--- src/rtl/morse_rx.sv ---
// morse_rx: Morse receiver. Samples an on/off keyed line, measures mark and
// space run lengths in units of PRESCALER clocks and decodes each letter to
// uppercase ASCII (A-Z, 0-9), with "?" plus err for undecodable patterns and
// a single " " per word gap.
// Optional macro MORSE_RX_SYNC_EN: inserts a 2-flop synchronizer ahead of the
// sampling register for an asynchronous morse_in (adds 2 cycles of latency).
module morse_rx #(
    parameter int unsigned PRESCALER = 50_000_000
) (
    input  logic       clk,
    input  logic       rst,
    input  logic       morse_in,
    output logic [7:0] ascii_out,
    output logic       ascii_valid,
    output logic       err
);

    localparam int unsigned RUN_MAX = 8 * PRESCALER;
    localparam int unsigned RW      = $clog2(RUN_MAX + 1);
    localparam logic [RW-1:0] RUN_SAT = RW'(RUN_MAX);
    localparam logic [RW-1:0] TH_LTR  = RW'(2 * PRESCALER);
    localparam logic [RW-1:0] TH_WORD = RW'(5 * PRESCALER);

    typedef enum logic [2:0] {WAIT_LOW, IDLE, MARK, SPACE, GAP} state_t;

    state_t        state_q;
    logic          line;
    logic          s_q;
    logic          s_prev_q;
    logic [RW-1:0] run_q;
    logic [RW-1:0] run_d;
    logic [4:0]    elem_q;
    logic [2:0]    cnt_q;
    logic          ovf_q;
    logic [7:0]    letter;

`ifdef MORSE_RX_SYNC_EN
    logic [1:0] sync_q;

    // Two-flop synchronizer for an asynchronous keyed line
    always_ff @(posedge clk) begin
        sync_q <= {sync_q[0], morse_in};
    end

    assign line = sync_q[1];
`else
    assign line = morse_in;
`endif

    // Input sample and its one-cycle history; left unreset so that a mark held
    // through reset is visible immediately after release (WAIT_LOW relies on it)
    always_ff @(posedge clk) begin
        s_q      <= line;
        s_prev_q <= s_q;
    end

    // Length of the current run of s_q including this cycle, saturating
    always_comb begin
        if (s_q != s_prev_q) begin
            run_d = RW'(1);
        end else if (run_q == RUN_SAT) begin
            run_d = run_q;
        end else begin
            run_d = run_q + RW'(1);
        end
    end

    // Run counter register
    always_ff @(posedge clk) begin
        if (rst) begin
            run_q <= '0;
        end else begin
            run_q <= run_d;
        end
    end

    // Pattern lookup keyed by (length, pattern); dot = 0, dash = 1, first
    // element in the MSB of the used length
    function automatic logic [7:0] decode(input logic [2:0] n, input logic [4:0] p);
        logic [7:0] c;
        case ({n, p})
            {3'd1, 5'b00000}: c = "E";
            {3'd1, 5'b00001}: c = "T";
            {3'd2, 5'b00000}: c = "I";
            {3'd2, 5'b00001}: c = "A";
            {3'd2, 5'b00010}: c = "N";
            {3'd2, 5'b00011}: c = "M";
            {3'd3, 5'b00000}: c = "S";
            {3'd3, 5'b00001}: c = "U";
            {3'd3, 5'b00010}: c = "R";
            {3'd3, 5'b00011}: c = "W";
            {3'd3, 5'b00100}: c = "D";
            {3'd3, 5'b00101}: c = "K";
            {3'd3, 5'b00110}: c = "G";
            {3'd3, 5'b00111}: c = "O";
            {3'd4, 5'b00000}: c = "H";
            {3'd4, 5'b00001}: c = "V";
            {3'd4, 5'b00010}: c = "F";
            {3'd4, 5'b00100}: c = "L";
            {3'd4, 5'b00110}: c = "P";
            {3'd4, 5'b00111}: c = "J";
            {3'd4, 5'b01000}: c = "B";
            {3'd4, 5'b01001}: c = "X";
            {3'd4, 5'b01010}: c = "C";
            {3'd4, 5'b01011}: c = "Y";
            {3'd4, 5'b01100}: c = "Z";
            {3'd4, 5'b01101}: c = "Q";
            {3'd5, 5'b00000}: c = "5";
            {3'd5, 5'b00001}: c = "4";
            {3'd5, 5'b00011}: c = "3";
            {3'd5, 5'b00111}: c = "2";
            {3'd5, 5'b01111}: c = "1";
            {3'd5, 5'b11111}: c = "0";
            {3'd5, 5'b10000}: c = "6";
            {3'd5, 5'b11000}: c = "7";
            {3'd5, 5'b11100}: c = "8";
            {3'd5, 5'b11110}: c = "9";
            default:          c = 8'h3F;
        endcase
        return c;
    endfunction

    // Character to report when the letter gap completes
    always_comb begin
        letter = ovf_q ? 8'h3F : decode(cnt_q, elem_q);
    end

    // Receiver FSM with registered character/valid/err outputs
    always_ff @(posedge clk) begin
        if (rst) begin
            state_q     <= WAIT_LOW;
            elem_q      <= '0;
            cnt_q       <= '0;
            ovf_q       <= 1'b0;
            ascii_out   <= 8'h00;
            ascii_valid <= 1'b0;
            err         <= 1'b0;
        end else begin
            ascii_valid <= 1'b0;
            err         <= 1'b0;
            case (state_q)
                WAIT_LOW: if (!s_q) state_q <= IDLE;
                IDLE:     if (s_q) state_q <= MARK;
                MARK: begin
                    if (!s_q) begin
                        if (cnt_q == 3'd5) begin
                            ovf_q <= 1'b1;
                        end else begin
                            elem_q <= {elem_q[3:0], (run_q >= TH_LTR)};
                            cnt_q  <= cnt_q + 3'd1;
                        end
                        state_q <= SPACE;
                    end
                end
                SPACE: begin
                    if (s_q) begin
                        state_q <= MARK;
                    end else if (run_d == TH_LTR) begin
                        ascii_out   <= letter;
                        ascii_valid <= 1'b1;
                        err         <= (letter == 8'h3F);
                        elem_q      <= '0;
                        cnt_q       <= '0;
                        ovf_q       <= 1'b0;
                        state_q     <= GAP;
                    end
                end
                GAP: begin
                    if (s_q) begin
                        state_q <= MARK;
                    end else if (run_d == TH_WORD) begin
                        ascii_out   <= 8'h20;
                        ascii_valid <= 1'b1;
                        state_q     <= IDLE;
                    end
                end
                default: state_q <= WAIT_LOW;
            endcase
        end
    end

endmodule

--- config.mk ---
export PLATFORM = sky130hd
export DESIGN_NAME = morse_rx
export DESIGN_NICKNAME = d
export VERILOG_FILES = /design/src/rtl/morse_rx.sv
export SDC_FILE = /design/constraint.sdc
export NUM_CORES = 1
export LEC_CHECK = 0
export CORE_UTILIZATION = 45
export CTS_CLUSTER_DIAMETER = 150
export CTS_CLUSTER_SIZE = 10
export DETAILED_ROUTE_END_ITERATION = 10
export GPL_TIMING_DRIVEN = 0
export PLACE_DENSITY = 0.72
export SYNTH_ARGS = -nofsm -noshare
export SYNTH_HDL_FRONTEND = slang
export SYNTH_SLANG_ARGS = --single-unit
--- constraint.sdc ---
create_clock -name clk -period 8.8 [get_ports clk]
set_input_delay 1.32 -clock clk [delete_from_list [all_inputs] [get_ports clk]]
set_output_delay 1.32 -clock clk [all_outputs]
set_load 0.005 [all_outputs]
==> results.sh, run 1 <==
export IMPL_run_status="complete, no violations"
export IMPL_p_leak_uw=0.001226
export IMPL_core_region_area_mm2=0.007687
export IMPL_synth_cell_types=65
export IMPL_multi_input_comb_area_mm2=0.002297
export IMPL_via_per_inst=6.049
export IMPL_globalRouteTotalUtil_pct=24.05
export IMPL_clk_pin_slew_worst_paths_ps=90
export IMPL_cts_root_buffer_cell="clkbuf_8"
export IMPL_placementRows=32
export IMPL_critPathMaxFanout=10
export IMPL_fin_nets=494
export IMPL_die_x_um=90.86
export IMPL_critPathKind="register to register"
export IMPL_register_area_mm2=0.001041
export IMPL_area_growth_pct=8.944
export IMPL_postSynthAreaPerCell_um2=7.560
export IMPL_num_vias=3569
export IMPL_diodes=0
export IMPL_endpoint_kind="register"
export IMPL_layout_common_cells="55 x nor2_1, 52 x dfxtp_1, 38 x nand2_1, 27 x nand3_1, 26 x a21oi_1"
export IMPL_grt_pass1_vias=3343
export IMPL_netlist_instances=470
export IMPL_final_common_cell="nor2_1"
export IMPL_yosysWarningCount=0
export IMPL_hold_violations=0
export IMPL_hold_buffers=0
export IMPL_clock_skew_final_ps=5.802
export IMPL_die_y_um=90.86
export IMPL_utilization_pct=50.36
export IMPL_rsz0062_at_grt="no"
export IMPL_cts_made_buffers=5
export IMPL_period_needed_ps=3651
export IMPL_p_per_area_mw_per_mm2=106.4
export IMPL_post_cts_resize_count=0
export IMPL_min_path_type="register to register"
export IMPL_clock_path_buffers=2
export IMPL_gp_congestion=0.9548
export IMPL_portBuffers=10
export IMPL_cp_required_ps=8980
export IMPL_worstMarginPinSlew_ps=1011
export IMPL_fin_crit_sh_pct=41.49
export IMPL_final_area_mm2=0.003871
export IMPL_clk_latency_ps=300
export IMPL_syn_nets=477
export IMPL_io_pins=13
export IMPL_yosys_most_used_dff="dfxtp_1"
export IMPL_grt_first_pass_wirelength_mm=16.19
export IMPL_fillers=785
export IMPL_drt_initial_drc_count=185
export IMPL_fmax_mhz=273.9
export IMPL_drtPass1Iterations=5
export IMPL_synth_seq_area_share_pct=29.30
export IMPL_postCtsSetupRepairBufs=0
export IMPL_drt_wl_total_mm=9.585
export IMPL_ys_seq_elements=52
export IMPL_peakVddDrop_mv=0.06777
export IMPL_drcViolationCount=0
export IMPL_synthArstFlopShare_pct=0
export IMPL_finalMaxSlewViolations=0
export IMPL_relSlewSlack_pct=31.74
export IMPL_antenna_found_initial=0
export IMPL_cap_violations=0
export IMPL_rrSetupSlack_ps=5150
export IMPL_tns_ps=0
export IMPL_antenna_left=0
export IMPL_wl_per_cell_um=16.25
export IMPL_drive_gt1_share_pct=7.172
export IMPL_cts_tree="built"
export IMPL_arrival_ps=3830
export IMPL_grt_ovfl_total=0
export IMPL_dpl_hpwl_mm=7.292
export IMPL_post_dp_cell_area_mm2=0.003781
export IMPL_setup_viol=0
export IMPL_critical_path_startpoint_type="register"
export IMPL_initial_utilization_pct=46.22
export IMPL_grt_start_max_net_pins=15
export IMPL_netlist_area_mm2=0.003553
export IMPL_synth_edf_count=0
export IMPL_htreeDepth=2
export IMPL_clock_sinks=52
export IMPL_fp_dieArea_mm2=0.008256
export IMPL_hold_ws_ps=411.6
layer usage:
layer | vias up | part of all wire (%) | track usage, %
met4 | 0 | 2.9 | 8.598
met5 | - | 0 | 0
met2 | 115 | 47 | 40.53
met3 | 29 | 4.9 | 3.114
li1 | 1766 | - | -
met1 | 1659 | 45 | 31.39
area by class of cell:
class / count / area share, %
buffer: 35 / 4.202
timing repair buffer: 10 / 2.586
clock buffer: 8 / 2.327
multi-input combinational: 369 / 59.34
inverter: 14 / 1.357
tap: 102 / 3.297
sequential: 52 / 26.89
synth_stat cells, types with 3 or more instances:
cell type / count / area, µm²
a2111oi_0: 3 / 26.28
a21oi_1: 26 / 130.1
a311oi_1: 4 / 35.03
a31oi_1: 3 / 18.77
and3_1: 6 / 37.54
and4_1: 4 / 35.03
buf_2: 9 / 45.04
buf_4: 3 / 22.52
clkbuf_1: 21 / 78.83
dfxtp_1: 52 / 1041
ha_1: 4 / 50.05
inv_1: 12 / 45.04
mux2i_1: 5 / 50.05
nand2_1: 38 / 142.6
nand2b_1: 14 / 87.58
nand3_1: 27 / 135.1
nand4_1: 8 / 50.05
nor2_1: 55 / 206.5
nor2b_1: 8 / 50.05
nor3_1: 25 / 125.1
nor4_1: 15 / 93.84
nor4b_1: 4 / 35.03
o2111ai_1: 4 / 35.03
o21a_1: 4 / 30.03
o21ai_0: 19 / 95.09
o22ai_1: 10 / 62.56
o31a_1: 3 / 26.28
o32ai_1: 4 / 35.03
o41ai_1: 3 / 26.28
or3_1: 4 / 25.02
or4_1: 8 / 60.06
xnor2_1: 11 / 96.34
xor2_1: 11 / 96.34
critical path: stages, from the launching register on:
cell and delay [ps]:
dfxtp_1 480, ha_1 310, nand3_4 130, or4_1 570, or4_1 600, xor2_1 240
nor4b_4 410, nand4_4 190, a21oi_4 200, buf_6 160, mux2i_1 180, nor2_1 60
per-stage QoR:
step | instances | power (µW) | setup slack (ps)
floorplan | 470 | 267.8 | 5568
global placement | 582 | 276.4 | 5222
detailed placement | 582 | 276.6 | 5168
CTS | 590 | 415.5 | 5140
global route | 590 | 427.5 | 4985
finish | 590 | 411.9 | 5149
power breakdown:
group / leakage (µW) / internal [µW] / switching [µW] / total (µW)
Clock: 0.0000455 / 64.4 / 76.2 / 141
Sequential: 0.000420 / 238 / 3.10 / 241
Combinational: 0.000760 / 10.7 / 19.8 / 30.5
Total: 0.00123 / 313 / 99.1 / 412
kinds of logic (layout without fill, tap and decap cells):
kind of cell | after synthesis | count (layout) | synth area share [%]
compound gates | 106 | 106 | 20.42
xor+xnor | 22 | 22 | 5.422
fa+ha+maj | 4 | 4 | 1.409
buf+inv | 49 | 67 | 6.056
flops | 52 | 52 | 29.30
mux | 5 | 5 | 1.409
other cells | 1 | 1 | 0.1055
simple gates | 231 | 231 | 35.88
path summary, 6_finish.rpt:
kind                            endpoint  depth (start not counted)     start
worst min-delay path            s_prev_q                          0       s_q
worst max register to register  cnt_q[0]                         11  run_q[1]
worst max-delay path            cnt_q[0]                         11  run_q[1]
worst min register to register  s_prev_q                          0       s_q
sequential cells by signal (all words and copies together) (netlist names):
| register | count |
|---|---|
| ovf_q | 1 |
| ascii_out | 7 |
| ascii_valid | 1 |
| s_prev_q | 1 |
| err | 1 |
| elem_q | 5 |
| cnt_q | 3 |
| state_q | 3 |
| run_q | 29 |
| s_q | 1 |
(Power assumes the default switching activity.)
==> run 2: changes to the inputs <==
--- a/config.mk
+++ b/config.mk
@@ -10,7 +10,7 @@
 export CTS_CLUSTER_SIZE = 10
 export DETAILED_ROUTE_END_ITERATION = 10
 export GPL_TIMING_DRIVEN = 0
-export PLACE_DENSITY = 0.72
+export PLACE_DENSITY = 0.74
 export SYNTH_ARGS = -nofsm -noshare
 export SYNTH_HDL_FRONTEND = slang
 export SYNTH_SLANG_ARGS = --single-unit
==> constraint.sdc (replaced) <==
create_clock -name clk -period 3.2 [get_ports clk]
set_input_delay 0.48 -clock clk [delete_from_list [all_inputs] [get_ports clk]]
set_output_delay 0.48 -clock clk [all_outputs]
set_load 0.005 [all_outputs]
==> run 2 against run 1 <==
- the run now ends with negative setup slack left
- critical path depth down 1
- fmax up 13%
- sequential share of layout area down 2.4 points
==> results.sh, run 2 (synthesized netlist as in run 1, its figures left out) <==
export IMPL_run_status="finished with violations"
export IMPL_violations="negative setup slack"
export IMPL_layout_common_cells="55 x nor2_1, 47 x dfxtp_1, 36 x nand2_1, 26 x a21oi_1"
export IMPL_gp_congestion=0.9292
export IMPL_initial_utilization_pct=46.22
export IMPL_htreeDepth=2
export IMPL_area_growth_pct=21.16
export IMPL_grt_ovfl_total=0
export IMPL_die_x_um=90.86
export IMPL_min_path_type="register to register"
export IMPL_cpMostUsedCell="o2111ai_2"
export IMPL_antenna_found_initial=0
export IMPL_critPathKind="register to register"
export IMPL_clock_skew_final_ps=13.51
export IMPL_clk_pin_slew_worst_paths_ps=110
export IMPL_cap_violations=0
export IMPL_worstMarginPinSlew_ps=792.4
export IMPL_antenna_left=0
export IMPL_slowest_stage="or4_1"
export IMPL_hold_buffers=0
export IMPL_finalMaxSlewViolations=0
export IMPL_placementRows=32
export IMPL_drt_wl_total_mm=10.59
export IMPL_reg_top3="run_q x29, ascii_out x7, elem_q x5"
export IMPL_endpoint_kind="register"
export IMPL_fin_crit_sh_pct=101.0
export IMPL_grt_first_pass_wirelength_mm=16.75
export IMPL_via_per_inst=6.211
export IMPL_critPathMaxFanout=7
export IMPL_p_leak_uw=0.001406
export IMPL_grt_start_max_net_pins=17
export IMPL_fmax_mhz=309.4
export IMPL_final_common_cell="nor2_1"
export IMPL_clk_latency_ps=320
export IMPL_rrSetupSlack_ps=-30
export IMPL_final_area_mm2=0.004305
export IMPL_grt_pass1_vias=3426
export IMPL_hold_ws_ps=431.4
export IMPL_hold_violations=0
export IMPL_largest_reg_flops=29
export IMPL_setup_viol=1
export IMPL_diodes=0
export IMPL_post_place_cells=582
export IMPL_arrival_ps=3460
export IMPL_relSlewSlack_pct=46.85
export IMPL_drt_initial_drc_count=304
export IMPL_fin_ws_ps=-31.98
export IMPL_wl_per_cell_um=17.41
export IMPL_core_region_area_mm2=0.007687
export IMPL_peakVddDrop_mv=0.2295
export IMPL_drtPass1Iterations=5
export IMPL_cts_root_buffer_cell="clkbuf_8"
export IMPL_fp_dieArea_mm2=0.008256
export IMPL_crit_chain="buf_6 -> buf_12 -> nor4_1 -> nand4_1 -> nor4_4 -> o2111ai_2 -> nor3_1 -> o2111ai_2 -> or4_1 -> o221a_2"
export IMPL_p_per_area_mw_per_mm2=291.5
export IMPL_dpl_hpwl_mm=7.196
export IMPL_largest_register="run_q"
export IMPL_clock_path_buffers=2
export IMPL_drive_gt1_share_pct=17.19
export IMPL_clock_sinks=52
export IMPL_fin_nets=512
export IMPL_globalRouteTotalUtil_pct=25.11
export IMPL_drcViolationCount=0
export IMPL_portBuffers=10
export IMPL_die_y_um=90.86
export IMPL_cts_made_buffers=5
export IMPL_period_needed_ps=3232
export IMPL_critical_path_startpoint_type="register"
export IMPL_cts_tree="built"
export IMPL_post_dp_cell_area_mm2=0.003785
export IMPL_io_pins=13
export IMPL_num_vias=3776
export IMPL_fin_cells=608
export IMPL_slowest_delay_ps=580
export IMPL_cp_required_ps=3430
run 2: power by group:
part	switching [µW]	total, µW	internal (µW)
registers	8.34	661	653
clock network	234	491	256
logic	63.0	103	40.5
total	306	1260	949
run 2: critical path, delay by kind of cell (launching register included):
kind | cells | cell delay, ps
AO/OA/AOI/OAI | 3 | 680
buffers and inverters | 2 | 240
AND/OR/NAND/NOR | 5 | 1890
flip-flops | 1 | 320
run 2: through the flow:
step                      power [µW]  setup TNS (ps)  utilization, %  setup slack [ps]
after global placement         760.5           -3461           49.24            -282.0
after detailed placement       761.9           -4056           49.24            -289.5
after floorplan                736.7               0               -             34.97
after CTS                       1246               0           52.46             4.325
final                           1255          -31.98           56.01            -31.98
after global routing            1300          -136.7           56.01            -40.09
run 2: path summary, 6_finish.rpt:
kind | start | end | cells after the start
worst max-delay path | run_q[7] | ascii_out[5] | 10
worst max register to register | run_q[7] | ascii_out[5] | 10
worst min register to register | s_q | s_prev_q | 0
worst min-delay path | s_q | s_prev_q | 0
run 2: what timing repair did:
item,4_1_cts,5_1_grt
pin swaps,5,9
endpoints found under the hold margin,0,0
buffers inserted,6,13
endpoints found under the setup margin,21,20
resized for setup,19,40
gates cloned,0,1
run 2: area by class of cell:
cell class	count	area [µm²]
Clock inverter	2	38.79
Fill cell	726	3382
Tap cell	102	127.6
Buffer	33	192.7
Multi-Input combinational cell	369	2471
Clock buffer	6	82.58
Inverter	14	52.55
Timing Repair Buffer	30	285.3
Sequential cell	52	1055
run 2: metal layers:
layer	up-vias	GRT usage, %	wire length, µm
met5	-	0	0
met4	0	8.598	318
met3	31	4.882	674
met2	166	41.04	5043
met1	1780	32.95	4550
li1	1799	-	-
==> RTL change: new RTL, settings of run 2 <==
The parameter `PRESCALER` goes from 50_000_000 to 12_500_000.
--- a/src/rtl/morse_rx.sv
+++ b/src/rtl/morse_rx.sv
@@ -5,7 +5,7 @@
 // Optional macro MORSE_RX_SYNC_EN: inserts a 2-flop synchronizer ahead of the
 // sampling register for an asynchronous morse_in (adds 2 cycles of latency).
 module morse_rx #(
-    parameter int unsigned PRESCALER = 50_000_000
+    parameter int unsigned PRESCALER = 12_500_000
 ) (
     input  logic       clk,
     input  logic       rst,
Function: no difference found for any inputs over 10 cycles, from zero or initial values and one cycle with rst high; that may be too few to reach the edited logic, so the function may still have changed.
==> RTL change against run 2 <==
- final area down 6.2%
- non-clock buffer count down 17
- worst setup slack better by 150 ps
- wire length down 11%
- final cell count down 7.1%
- sequential cell count down 2
- total power down 5.0%
- synthesized area down 0.39%
- first-iteration DRC count up 25%
- critical path type unchanged
- critical endpoint is now elem_q[0]$_SDFFE_PP0P_
- largest power group unchanged
- highest routed layer unchanged
==> RTL change: results (changes against run 2) <==
status=complete, no violations; fin cells=565 (-7.1%); ys flop type=dfxtp_1; post-synthesis mux area share=3.46% (+2.1 points); Compound-Gate Fraction of Synth Area=19.4% (-1.0 points); Post-Syn Nets=449 (-5.9%); Post-Place Cell Area=0.00377 sq mm (-0.30%); skew final=15.5 ps (+1.94 ps); leakage=1.35 nW (-4.0%); met3 WL=670 um (-0.59%); port bufs=11 (+1); arrival time worst endpoint=3300 ps (-160 ps); GR Util met1=30.9% (-2.1 points); CP max-delay cell=or3_1; met2 WL=4360 um (-14%); adder-cell share of the synthesized area=1.41% (+0.0055 points); 1st-pass router iterations=5 (unchanged); Post-DP HPWL=6880 um (-4.3%); setup bufs post-CTS=1 (-5); met1 wire length=4240 um (-6.8%); vias in the first global route=3118 (-9.0%); gr usage total=22.7% (-2.4 points); biggest regs=run_q: 27 flops, ascii_out: 7 flops, elem_q: 5 flops; Mapped Area=0.00354 sq mm (-0.39%); Setup WS pre-CTS=-76.4 ps (+213 ps); Synth cell types=76 (+17%); Nets=473 (-7.6%); Synth Area in XOR/XNOR=7.64% (+2.2 points); Slowest Stage Delay on Critical Path=450 ps (-130 ps); met2 GRT Util=36.9% (-4.1 points); crit-path max FO=6 (-1); mean post-synth cell area=8.01 sq um (+5.9%); GRT met3 Usage=3.70% (-1.2 points); Power Sequential=0.638 mW (-3.5%); Placed Cells=552 (-5.2%); pin count of the biggest net entering global routing=16 (-1); DRT iter0 DRCs=381 (+25%); first-pass GRT wire length=15200 um (-9.4%); last weighted congestion value of the routability-driven placer=0.953 (+2.5%); top cells by area, synth=dfxtp_1 (28%), xnor2_1 (4.9%), nor2_1 (4.8%), nand2_1 (3.3%), a21oi_1 (3.1%); drt via density=6.19 (-0.40%); Slew headroom=45.6% (-1.3 points); total routed wirelength=9420 um (-11%); Max VDD drop=0.000189 V (-18%); Commonest cells post-synth=dfxtp_1 (50), nor2_1 (45), nand2_1 (31); # resized after CTS=3 (-16)
RTL change: area by class of cell:
cell class	count	area (sq um)
Fill cell	690	3370
Multi-Input combinational cell	348	2450
Sequential cell	50	1000
Timing Repair Buffer	17	168
Buffer	29	128
Tap cell	99	124
Clock buffer	5	68.8
Inverter	15	56.3
Clock inverter	2	38.8
RTL change: worst paths after layout:
| path | from | end | slack (ps) | cells past startpoint |
|---|---|---|---|---|
| setup reg to reg | run_q[0]$_SDFF_PP0_ | elem_q[0]$_SDFFE_PP0P_ | 110 | 9 |
| hold / removal | s_q$_DFF_P_ | s_prev_q$_DFF_P_ | 360 | 0 |
| setup / recovery | run_q[0]$_SDFF_PP0_ | elem_q[0]$_SDFFE_PP0P_ | 110 | 9 |
| hold reg to reg | s_q$_DFF_P_ | s_prev_q$_DFF_P_ | 360 | 0 |
RTL change: critical path: cells and delay by family, from the launching register on:
kind            cells  cell delay, ps
flops               1             420
mux                 1             360
fa+ha+maj           1             230
compound gates      2             380
simple gates        5            1610
